===== config.mk =====
export PLATFORM = sky130hd
export DESIGN_NAME = ex_stage
export DESIGN_NICKNAME = d
export VERILOG_FILES = /design/src/rtl/ex_stage.sv
export SDC_FILE = /design/constraint.sdc
export NUM_CORES = 1
export LEC_CHECK = 0
export ABC_AREA = 1
export BUFFER_PORTS_ARGS = -buffer_cell sky130_fd_sc_hd__clkbuf_2
export CAP_MARGIN = 20
export CELL_PAD_IN_SITES_DETAIL_PLACEMENT = 1
export CELL_PAD_IN_SITES_GLOBAL_PLACEMENT = 2
export CORE_MARGIN = 2
export CORE_UTILIZATION = 30
export DETAILED_ROUTE_END_ITERATION = 10
export PLACE_DENSITY_LB_ADDON = 0.1
export SETUP_SLACK_MARGIN = 0.15
export SLEW_MARGIN = 10
export SYNTH_ARGS = -nofsm -noshare
export SYNTH_HDL_FRONTEND = slang
export SYNTH_SLANG_ARGS = --single-unit

===== constraint.sdc =====
create_clock -name clk_i -period 7.65 [get_ports clk_i]
set_input_delay 1.53 -clock clk_i [delete_from_list [all_inputs] [get_ports clk_i]]
set_output_delay 1.53 -clock clk_i [all_outputs]
set_load 0.01 [all_outputs]

===== src/rtl/ex_stage.sv =====
// ex_stage: execute stage followed by the EX/MEM pipeline register.
// Selects forwarded operands, decodes ALUOp/funct, runs the ALU, computes the
// branch target and registers results plus WB/M controls toward MEM.
// Build option EX_MUL_EN: adds an iterative shift-add multiplier (funct 0x18)
// that stalls upstream while it runs. Without it, funct 0x18 executes as add
// and stall_o is tied low.
module ex_stage #(
  parameter int DATA_W = 32,
  parameter int MUL_K  = 1
) (
  input  logic              clk_i,
  input  logic              rst_i,
  input  logic              RegWrite_i,
  input  logic              MemtoReg_i,
  input  logic              Branch_i,
  input  logic              MemRead_i,
  input  logic              MemWrite_i,
  input  logic              RegDst_i,
  input  logic [1:0]        ALUOp_i,
  input  logic              ALUSrc_i,
  input  logic [DATA_W-1:0] addr_i,
  input  logic [DATA_W-1:0] RSdata_i,
  input  logic [DATA_W-1:0] RTdata_i,
  input  logic [DATA_W-1:0] Sign_Extend_i,
  input  logic [4:0]        rt_addr_i,
  input  logic [4:0]        rd_addr_i,
  input  logic [1:0]        fwdA_i,
  input  logic [1:0]        fwdB_i,
  input  logic [DATA_W-1:0] mem_data_i,
  input  logic [DATA_W-1:0] wb_data_i,
  output logic              stall_o,
  output logic              RegWrite_o,
  output logic              MemtoReg_o,
  output logic              Branch_o,
  output logic              MemRead_o,
  output logic              MemWrite_o,
  output logic [DATA_W-1:0] ALUResult_o,
  output logic              Zero_o,
  output logic [DATA_W-1:0] WriteData_o,
  output logic [4:0]        WBaddr_o,
  output logic [DATA_W-1:0] BranchAddr_o
);

  typedef enum logic [2:0] {OP_ADD, OP_SUB, OP_AND, OP_OR, OP_SLT, OP_MUL} alu_op_e;

  alu_op_e           op;
  logic [DATA_W-1:0] op_a;
  logic [DATA_W-1:0] op_b;
  logic [DATA_W-1:0] alu_b;
  logic [DATA_W-1:0] alu_res;
  logic [DATA_W-1:0] store_data;
  logic [4:0]        dest_addr;
  logic              stall;

  logic              reg_write_q;
  logic              mem_to_reg_q;
  logic              branch_q;
  logic              mem_read_q;
  logic              mem_write_q;
  logic [DATA_W-1:0] alu_res_q;
  logic              zero_q;
  logic [DATA_W-1:0] write_data_q;
  logic [4:0]        wb_addr_q;
  logic [DATA_W-1:0] branch_addr_q;

  // Operand forwarding; code 11 is reserved and falls back to register data
  always_comb begin
    case (fwdA_i)
      2'b01:   op_a = wb_data_i;
      2'b10:   op_a = mem_data_i;
      default: op_a = RSdata_i;
    endcase
    case (fwdB_i)
      2'b01:   op_b = wb_data_i;
      2'b10:   op_b = mem_data_i;
      default: op_b = RTdata_i;
    endcase
  end

  assign alu_b     = ALUSrc_i ? Sign_Extend_i : op_b;
  assign dest_addr = RegDst_i ? rd_addr_i : rt_addr_i;

  // ALUOp/funct decode; unknown functs execute as add
  always_comb begin
    op = OP_ADD;
    case (ALUOp_i)
      2'b00: op = OP_ADD;
      2'b01: op = OP_SUB;
      2'b11: op = OP_OR;
      default: begin
        case (Sign_Extend_i[5:0])
          6'h20:   op = OP_ADD;
          6'h22:   op = OP_SUB;
          6'h24:   op = OP_AND;
          6'h25:   op = OP_OR;
          6'h2A:   op = OP_SLT;
`ifdef EX_MUL_EN
          6'h18:   op = OP_MUL;
`endif
          default: op = OP_ADD;
        endcase
      end
    endcase
  end

`ifdef EX_MUL_EN
  typedef enum logic [1:0] {S_IDLE, S_RUN, S_DONE} state_e;

  localparam int STEPS = DATA_W / MUL_K;
  localparam int CNT_W = $clog2(STEPS);

  state_e            state_q, state_d;
  logic [CNT_W-1:0]  cnt_q, cnt_d;
  logic [DATA_W-1:0] mcand_q, mcand_d;
  logic [DATA_W-1:0] mplier_q, mplier_d;
  logic [DATA_W-1:0] acc_q, acc_d;
  logic [DATA_W-1:0] wdata_q, wdata_d;
  logic              mul_start;

  // One multiplier step: add MUL_K partial products of the low multiplier bits
  function automatic logic [DATA_W-1:0] mul_step(input logic [DATA_W-1:0] acc,
                                                 input logic [DATA_W-1:0] mcand,
                                                 input logic [DATA_W-1:0] mplier);
    logic [DATA_W-1:0] sum;
    sum = acc;
    for (int k = 0; k < MUL_K; k++) begin
      if (mplier[k]) sum = sum + (mcand << k);
    end
    return sum;
  endfunction

  // A bubble mul (RegWrite low) never starts the multiplier
  assign mul_start = (op == OP_MUL) && RegWrite_i;

  // Multiplier FSM: the start cycle already retires the first step, so the
  // counter covers only the remaining STEPS-1 RUN cycles
  always_comb begin
    state_d  = state_q;
    cnt_d    = cnt_q;
    mcand_d  = mcand_q;
    mplier_d = mplier_q;
    acc_d    = acc_q;
    wdata_d  = wdata_q;
    stall    = 1'b0;
    case (state_q)
      S_IDLE: begin
        if (mul_start) begin
          stall    = 1'b1;
          acc_d    = mul_step('0, op_a, alu_b);
          mcand_d  = op_a << MUL_K;
          mplier_d = alu_b >> MUL_K;
          wdata_d  = op_b;
          cnt_d    = CNT_W'(STEPS - 1);
          state_d  = S_RUN;
        end
      end
      S_RUN: begin
        stall    = 1'b1;
        acc_d    = mul_step(acc_q, mcand_q, mplier_q);
        mcand_d  = mcand_q << MUL_K;
        mplier_d = mplier_q >> MUL_K;
        cnt_d    = cnt_q - 1'b1;
        if (cnt_q == CNT_W'(1)) state_d = S_DONE;
      end
      S_DONE: state_d = S_IDLE;
      default: state_d = S_IDLE;
    endcase
  end

  // Multiplier state and latched operands
  always_ff @(posedge clk_i) begin
    if (rst_i) begin
      state_q  <= S_IDLE;
      cnt_q    <= '0;
      mcand_q  <= '0;
      mplier_q <= '0;
      acc_q    <= '0;
      wdata_q  <= '0;
    end else begin
      state_q  <= state_d;
      cnt_q    <= cnt_d;
      mcand_q  <= mcand_d;
      mplier_q <= mplier_d;
      acc_q    <= acc_d;
      wdata_q  <= wdata_d;
    end
  end

  // Store data of a finished mul comes from the value latched at start
  assign store_data = (state_q == S_DONE) ? wdata_q : op_b;
  assign stall_o    = stall & ~rst_i;
`else
  assign stall      = 1'b0;
  assign store_data = op_b;
  assign stall_o    = 1'b0;
`endif

  // ALU; wrap-around arithmetic, slt is signed
  always_comb begin
    alu_res = op_a + alu_b;
    case (op)
      OP_SUB: alu_res = op_a - alu_b;
      OP_AND: alu_res = op_a & alu_b;
      OP_OR:  alu_res = op_a | alu_b;
      OP_SLT: alu_res = {{(DATA_W-1){1'b0}}, ($signed(op_a) < $signed(alu_b))};
`ifdef EX_MUL_EN
      OP_MUL: alu_res = acc_q;
`endif
      default: alu_res = op_a + alu_b;
    endcase
  end

  // EX/MEM register: controls become a bubble while stalled, data holds
  always_ff @(posedge clk_i) begin
    if (rst_i) begin
      reg_write_q   <= 1'b0;
      mem_to_reg_q  <= 1'b0;
      branch_q      <= 1'b0;
      mem_read_q    <= 1'b0;
      mem_write_q   <= 1'b0;
      alu_res_q     <= '0;
      zero_q        <= 1'b0;
      write_data_q  <= '0;
      wb_addr_q     <= '0;
      branch_addr_q <= '0;
    end else if (stall) begin
      reg_write_q   <= 1'b0;
      mem_to_reg_q  <= 1'b0;
      branch_q      <= 1'b0;
      mem_read_q    <= 1'b0;
      mem_write_q   <= 1'b0;
    end else begin
      reg_write_q   <= RegWrite_i;
      mem_to_reg_q  <= MemtoReg_i;
      branch_q      <= Branch_i;
      mem_read_q    <= MemRead_i;
      mem_write_q   <= MemWrite_i;
      alu_res_q     <= alu_res;
      zero_q        <= (alu_res == '0);
      write_data_q  <= store_data;
      wb_addr_q     <= dest_addr;
      branch_addr_q <= addr_i + (Sign_Extend_i << 2);
    end
  end

  assign RegWrite_o   = reg_write_q;
  assign MemtoReg_o   = mem_to_reg_q;
  assign Branch_o     = branch_q;
  assign MemRead_o    = mem_read_q;
  assign MemWrite_o   = mem_write_q;
  assign ALUResult_o  = alu_res_q;
  assign Zero_o       = zero_q;
  assign WriteData_o  = write_data_q;
  assign WBaddr_o     = wb_addr_q;
  assign BranchAddr_o = branch_addr_q;

endmodule


Word level (Yosys, flattened, before mapping)
Cells that the tools add are included.

Add/subtract/negate cells: 3. $lt $le $gt $ge: 1. Equal/unequal tests: 14. Multiplexer cells: 7. Bitwise logic cells: 2. Reductions and logical operators: 2.

Operator list (number): 32-bit case mux with 2 select lines (2); 32-bit case mux with 4 select lines (1); 32-bit adder (2); 32-bit AND (1); 32-bit zero test (1); 32-bit less-than comparator (1); 32-bit two-way mux (1); 32-bit bitwise OR (1); 32-bit subtractor (1); 6-bit equality test (second input constant) (4); 3-bit case mux with 4 select lines (1); 3-bit case mux with 3 select lines (1); 2-bit by 1-bit equality test with 1-bit output (second input constant) (3); 2-bit equality test (second input constant) (3); 3-bit by 2-bit equality test with 1-bit output (second input constant) (2); 5-bit two-way mux (1); 3-bit by 1-bit equality test with 1-bit output (second input constant) (1); 3-bit equality test (second input constant) (1); 2-bit zero test (1).

Register bits: 107. Output and inout port bits: 108. Logic and storage cells: 39.

Logic depth before layout (Yosys ltp)
Gate-level depths: netlist of the first run.

Word-level depth: 6. Mapped depth: 27.

Worst setup path after synthesis of the first run
No wires, ideal clock.

Path type: in2reg. Start: input port fwdB_i[0]. End: register zero_q, in the netlist Zero_o. Library setup time: 0.064 ns. Arrival: 4.576 ns. Required time: 7.586 ns. Setup slack: 3.010 ns. Cell stages on the path: 23. Buffers on the path: 2. Cells stage by stage: inv_1 ha_1 clkbuf_1 clkbuf_1 a221o_1 o21ai_0 o21ai_0 ha_1 inv_1 fa_1 inv_1 nand3_1 nand3_1 nand3_1 nand3_1 nand2_1 nand2_1 xor2_1 a21oi_1 nand2_1 nor2_1 nand3_1 nor2_1.

Cells in the longest elaborated chain, start to end: 6. Elaborated cells on any way between the ends: 11. Those cells by class: add/sub (2); order compare (1); eq/ne (2); mux (3); bitwise (2); reduce/logical (1).

RTL lines: start, declared (line 28) `input logic [1:0] fwdB_i,`; 2-bit equality test / 2-bit by 1-bit equality test with 1-bit output (equally long branches) (line 73) `case (fwdB_i)`; 32-bit case mux with 2 select lines * (line 73); 32-bit two-way mux * (line 80) `assign alu_b = ALUSrc_i ? Sign_Extend_i : op_b;`; 32-bit adder, or another cell as far along (line 209) `default: alu_res = op_a + alu_b;`; 32-bit case mux with 4 select lines * (line 201) `case (op)`; 32-bit zero test * (line 239) `zero_q <= (alu_res == '0);`; end signal, assigned (line 239); end, declared (line 61) `logic zero_q;`.

Every way passes the cells marked *; elsewhere a longest branch is shown, timed or not. A chain may end at the register's enable or synchronous reset.

Worst setup path after layout of the first run
Ends and elaborated chain as after synthesis.

==> results of run 1 <==
## per-layer routing
| layer | up-vias | GRT usage, % | share of wire (%) |
|---|---|---|---|
| li1 | 7276 | - | - |
| met1 | 7069 | 38.6 | 45 |
| met5 | - | 0 | 0.17 |
| met4 | 16 | 10.8 | 3.2 |
| met2 | 477 | 45.9 | 44 |
| met3 | 87 | 6.92 | 7.1 |
## synthesized netlist by cell type, drive strengths merged, types with 17 or more instances
cell | count | area share (%)
inv | 360 | 11
a221o | 46 | 3.7
buf | 28 | 1.5
nand3 | 128 | 5.3
nand4 | 37 | 1.9
ha | 135 | 14
clkbuf | 42 | 1.3
nand2 | 501 | 16
nor2 | 257 | 8.2
dfxtp | 107 | 17
o21ai | 190 | 7.7
a21oi | 130 | 5.5
nor3 | 17 | 0.69
## cells by family (layout without fill, tap and decap cells)
group | count (synthesis) | count (layout) | synth area share, %
simple gates | 959 | 959 | 33.1
buf+inv | 434 | 716 | 13.9
compound gates | 427 | 427 | 20.7
fa+ha+maj | 138 | 138 | 14.2
flops | 107 | 107 | 17.4
xor+xnor | 9 | 9 | 0.641
other cells | 1 | 6 | 0.0305
## power by group
group / total (µW) / switching (µW) / internal, µW
logic: 1600 / 1100 / 496
clock network: 543 / 301 / 242
registers: 652 / 25.5 / 626
total: 2790 / 1430 / 1360
## worst max-delay path, cell delays in order
cell,delay [ps]
clkbuf_2,120
inv_1,50
ha_1,520
inv_1,360
o21ai_0,260
o21ai_0,640
ha_1,410
inv_1,150
fa_1,500
inv_1,200
nand3_1,140
nand3_1,170
nand3_1,140
nand3_1,190
nand4_1,200
nand2_1,120
nand2_1,50
nand3_1,70
nand3b_1,100
nor2_1,240
nand3_1,110
nor2_1,100
## layout make-up
class | instances | area (µm²) | share of cell area, %
inverter | 364 | 1370 | 9.36
tap | 532 | 666 | 4.54
clock buffer | 10 | 239 | 1.63
antenna | 5 | 12.5 | 0.0854
timing repair buffer | 336 | 1710 | 11.7
multi-input combinational | 1534 | 8450 | 57.6
clock inverter | 6 | 65.1 | 0.444
sequential | 107 | 2140 | 14.6
## flip-flops by register name, summed over array words and instances (netlist names)
register      cells
MemtoReg_o        1
Branch_o          1
ALUResult_o      32
RegWrite_o        1
MemWrite_o        1
BranchAddr_o     32
Zero_o            1
WriteData_o      32
WBaddr_o          5
MemRead_o         1
## path summary, 6_finish.rpt
| kind | startpoint | end | slack (ps) | cells past startpoint |
|---|---|---|---|---|
| worst max-delay path | fwdB_i[0] | Zero_o$_SDFF_PP0_ | 1620 | 22 |
| worst min-delay path | addr_i[0] | BranchAddr_o[0]$_SDFF_PP0_ | 1300 | 3 |
## through the flow
stage | cell area [µm²] | util (%)
6_report | 14700 | 36.1
5_1_grt | 14600 | 36.0
4_1_cts | 14600 | 36.0
3_5_place_dp | 14300 | 35.3
3_3_place_gp | 14300 | 35.3
2_1_floorplan | 12300 | -
## layout by cell type, fill, tap and decap left out, types with 10 or more instances in the layout
cell,n
a221o_1,46
ha_1,135
a21oi_1,126
o21bai_1,10
clkbuf_2,323
nand3_1,126
buf_4,13
nor3_1,17
nand4_1,36
nand2_1,493
o22ai_1,14
nor2_1,247
inv_1,353
dfxtp_1,107
o221ai_1,14
nand3b_1,13
o21ai_0,183
==> results.cfg, run 1 <==
[grt]
grt_pass1_vias = 15317
antenna_found_initial = 15
grt_pass1_wl_um = 91600
grt_max_degree = 50
grt_usage_pct = 29.2
gr-total-overflow = 0

[logic_synthesis]
netlist-cell-type-count = 52
netlist_instances = 2075
synthFlopType = dfxtp_1
ys.warnings.count = 0
ys_seq_area_share_pct = 17.4
synth_nets = 2430
synth-seq-cells = 107
syn_avg_cell_area_um2 = 5.93
synth_edf_count = 0
synth-async-reset-ratio_pct = 0
syn_area_mm2 = 0.0123

[sta]
hold_ws_ps = 1300
post-route-period-util_pct = 78.8
maxSlewViolCount = 0
worst_slack_ps = 1620
setup_tns_ps = 0
min_period_ps = 6030
worstMarginPinSlew_ps = 976
setup_viol = 0
finalHoldViolCount = 0
fmax_mhz = 166
relSlewSlack_pct = 34.8
rsz0062_at_grt = false

[run_status]
status = finished, final reports clean

[place]
placed_cells = 2873
place_hpwl_um = 53000
gp_congestion = 0.942
pre_cts_ws_ps = 1230
io_buffer_count = 323

[pwr]
p_leak_uw = 0.00813
p_per_area_mw_per_mm2 = 190
power.total_uw = 2790
vdd_drop_max_uv = 113

[cts]
cts_resized = 0
cts_max_level = 3
cts.sinks = 107
cts.path.max_buffers = 2
cts-root-buf = clkbuf_16
path_clk_slew_ps = 100
hold_buffers = 0
numCtsBuffers = 9
post_cts_buffers = 0
cts_tree = yes

[drt]
wl_per_cell_um = 21.5
detail_route.vias_per_cell = 5.16
vias = 14925
firstDrtPassIters = 7
ant_nets = 0
routed_wl_um = 62200
drc = 0
drt_first_iter_violations = 857

[setup_path]
cp_max_fo = 16
start_kind = input pin
crit_type = input pin to register
worstPathArrival_ps = 6390
crit_required_ps = 8010
cp-end-kind = register

[floorplan]
die-height_um = 207
dieArea_mm2 = 0.0427
dieWidth_um = 207
row_count = 74
core_mm2 = 0.0406
initial_utilization_pct = 30.3
pin_count = 325

[flow_run]
maxCapViolCount = 0

[cells_and_area]
fillers = 5520
area_growth_pct = 19.1
drive_gt1_share_pct = 16.4
stdcell_count = 2894
nNetsFinal = 2707

[worst_hold_path]
hp-class = input pin to register
Power figures use the tool's default switching activity.
==> inputs of run 2 (changes only) <==
--- a/config.mk
+++ b/config.mk
@@ -5,13 +5,13 @@
 export SDC_FILE = /design/constraint.sdc
 export NUM_CORES = 1
 export LEC_CHECK = 0
-export ABC_AREA = 1
+export ABC_AREA = 0
 export BUFFER_PORTS_ARGS = -buffer_cell sky130_fd_sc_hd__clkbuf_2
 export CAP_MARGIN = 20
 export CELL_PAD_IN_SITES_DETAIL_PLACEMENT = 1
 export CELL_PAD_IN_SITES_GLOBAL_PLACEMENT = 2
 export CORE_MARGIN = 2
-export CORE_UTILIZATION = 30
+export CORE_UTILIZATION = 26
 export DETAILED_ROUTE_END_ITERATION = 10
 export PLACE_DENSITY_LB_ADDON = 0.1
 export SETUP_SLACK_MARGIN = 0.15
==> constraint.sdc (replaced) <==
create_clock -name clk_i -period 5.2 [get_ports clk_i]
set_input_delay 1.04 -clock clk_i [delete_from_list [all_inputs] [get_ports clk_i]]
set_output_delay 1.04 -clock clk_i [all_outputs]
set_load 0.01 [all_outputs]
==> results.cfg, run 2 <==
[sta]
setup_viol = 0
rsz0062_at_grt = true
post-route-period-util_pct = 96.2
relSlewSlack_pct = 31.2
hold_ws_ps = 823
worstMarginPinSlew_ps = 1030
finalHoldViolCount = 0
fmax_mhz = 200
min_period_ps = 5000
worst_slack_ps = 198
maxSlewViolCount = 0

[logic_synthesis]
synth_compound_area_share_pct = 32.0
yosysMostFrequentCell = nor2_1
netlist-cell-type-count = 106
synthTopCellsByCount = nor2_1 (197), nand2_1 (137), ha_1 (135)
synth_edf_count = 0
synth-xor-area-share_pct = 2.30
synth_top_family_by_area = compound AO/OA/AOI/OAI gates
netlist_instances = 1511
synth_nets = 1866
syn_area_mm2 = 0.0111
synth_top_area_share_pct = 19.4
yosysTopAreaCell = dfxtp_1
synth-async-reset-ratio_pct = 0
ys_seq_area_share_pct = 19.4
ys.warnings.count = 0
synth-seq-cells = 107
yosys.area_share.simple_pct = 22.2
synthFlopType = dfxtp_1
synthMuxAreaShare_pct = 1.09
synthTopCellsByArea = dfxtp_1 (19%), ha_1 (15%), nor2_1 (6.7%)
synth-adder-area-share_pct = 15.8
syn_avg_cell_area_um2 = 7.32

[setup_path]
cp-end-kind = register
worst-path-buf-inv = 6
path_depth = 23
crit_family = compound AO/OA/AOI/OAI gates
start_kind = input pin
cp_max_fo = 11
critPathMostFrequentCell = buf_4
startpoint = fwdB_i[1]
crit_chain = clkbuf_2 > inv_1 > ha_2 > buf_4 > a22oi_1 > nor2_1 > a21oi_1 > o21ai_1 > buf_4 > ha_1 > buf_4 > nor3_2 > nand2_1 > o2111ai_2 > a21o_1 > a31oi_2 > a221oi_2 > o2bb2ai_1 > buf_4 > nand4bb_1 > a2111oi_4 > nand4_1 > nor3_2
slowest_delay_ps = 310
crit_type = input pin to register
crit_required_ps = 5540
timing.critical_path.to = Zero_o$_SDFF_PP0_
critPathSlowestCell = ha_1
worstPathArrival_ps = 5350

[drt]
routed_wl_um = 54000
wl_per_cell_um = 20.5
firstDrtPassIters = 6
vias = 13376
detail_route.vias_per_cell = 5.07
ant_nets = 0
drc = 0
drt_first_iter_violations = 546

[floorplan]
initial_utilization_pct = 26.4
pin_count = 325
dieWidth_um = 210
core_mm2 = 0.0419
row_count = 75
dieArea_mm2 = 0.0442
die-height_um = 210

[cells_and_area]
drive_gt1_share_pct = 37.3
final_cell_mix = buf_4 (328), clkbuf_2 (322), nor2_1 (194)
final_common_cell = buf_4
area_growth_pct = 47.5
nNetsFinal = 2445

[flow_run]
maxCapViolCount = 0

[place]
pre_cts_ws_ps = -536
io_buffer_count = 323
place_hpwl_um = 44700
gp_congestion = 0.856

[cts]
cts-root-buf = clkbuf_16
cts.sinks = 107
numCtsBuffers = 9
cts_max_level = 3
cts_tree = yes
cts.path.max_buffers = 2
path_clk_slew_ps = 100

[grt]
gr-total-overflow = 0
grt_pass1_vias = 14353
grt_pass1_wl_um = 82600
grt_max_degree = 53
antenna_found_initial = 5
grt_usage_pct = 24.4

[pwr]
p_leak_uw = 0.00794
vdd_drop_max_uv = 146
p_per_area_mw_per_mm2 = 265

[run_status]
status = finished, final reports clean

[worst_hold_path]
hp-class = input pin to register
[run 2: cell type report]
class,instances,area (µm²)
Inverter,108,405
Clock inverter,7,110
Sequential cell,107,2140
Clock buffer,9,225
Antenna cell,3,7.51
Timing Repair Buffer,656,4190
Fill cell,5232,25600
Tap cell,539,674
Multi-Input combinational cell,1208,8560
[run 2: worst min-delay path by stage]
| stage | from | end | slack (ps) | cells past startpoint |
|---|---|---|---|---|
| floorplan | addr_i[0] | BranchAddr_o[0]$_SDFF_PP0_ | 1170 | 1 |
| global placement | addr_i[0] | BranchAddr_o[0]$_SDFF_PP0_ | 1250 | 2 |
| detailed placement | Branch_i | Branch_o$_SDFF_PP0_ | 1260 | 2 |
| CTS | MemWrite_i | MemWrite_o$_SDFF_PP0_ | 800 | 2 |
| global route | MemWrite_i | MemWrite_o$_SDFF_PP0_ | 820 | 2 |
| finish | MemWrite_i | MemWrite_o$_SDFF_PP0_ | 820 | 2 |
[run 2: timing repair]
item                       CTS  global route
setup buffers                1            14
hold buffers                 0             0
resized for setup           28            64
setup endpoints to repair    2             7
pin swaps                    5            34
[run 2: layer usage]
layer  global-route usage (%)  part of all wire [%]
met2                     47.0                    53
met1                     27.1                    41
met5                        0                     0
met3                     3.72                   3.4
met4                     8.17                   2.8
[run 2: cells by family after synthesis]
| kind of cell | count (synthesis) |
|---|---|
| buffers and inverters | 196 |
| flip-flops | 107 |
| AO/OA/AOI/OAI | 510 |
| multiplexers | 12 |
| AND/OR/NAND/NOR | 518 |
| XOR/XNOR | 29 |
| adder cells (fa/ha/maj) | 138 |
| other | 1 |
[run 2: stage by stage]
step	util, %	instances	total power (µW)	cell area (µm²)	setup TNS, ps
6_report	38.9	2637	4320	16300	0
4_1_cts	37.9	2620	4260	15900	0
5_1_grt	38.9	2636	4640	16300	0
3_5_place_dp	36.8	2603	3370	15400	-1490
3_3_place_gp	36.8	2603	3330	15400	-994
2_1_floorplan	-	1511	2200	11100	0
[run 2: power by group]
part / switching [µW] / leakage [µW] / internal, µW
registers: 26.9 / 0.000889 / 918
clock network: 426 / 0.000163 / 397
logic: 1350 / 0.00689 / 1200
total: 1810 / 0.00794 / 2520
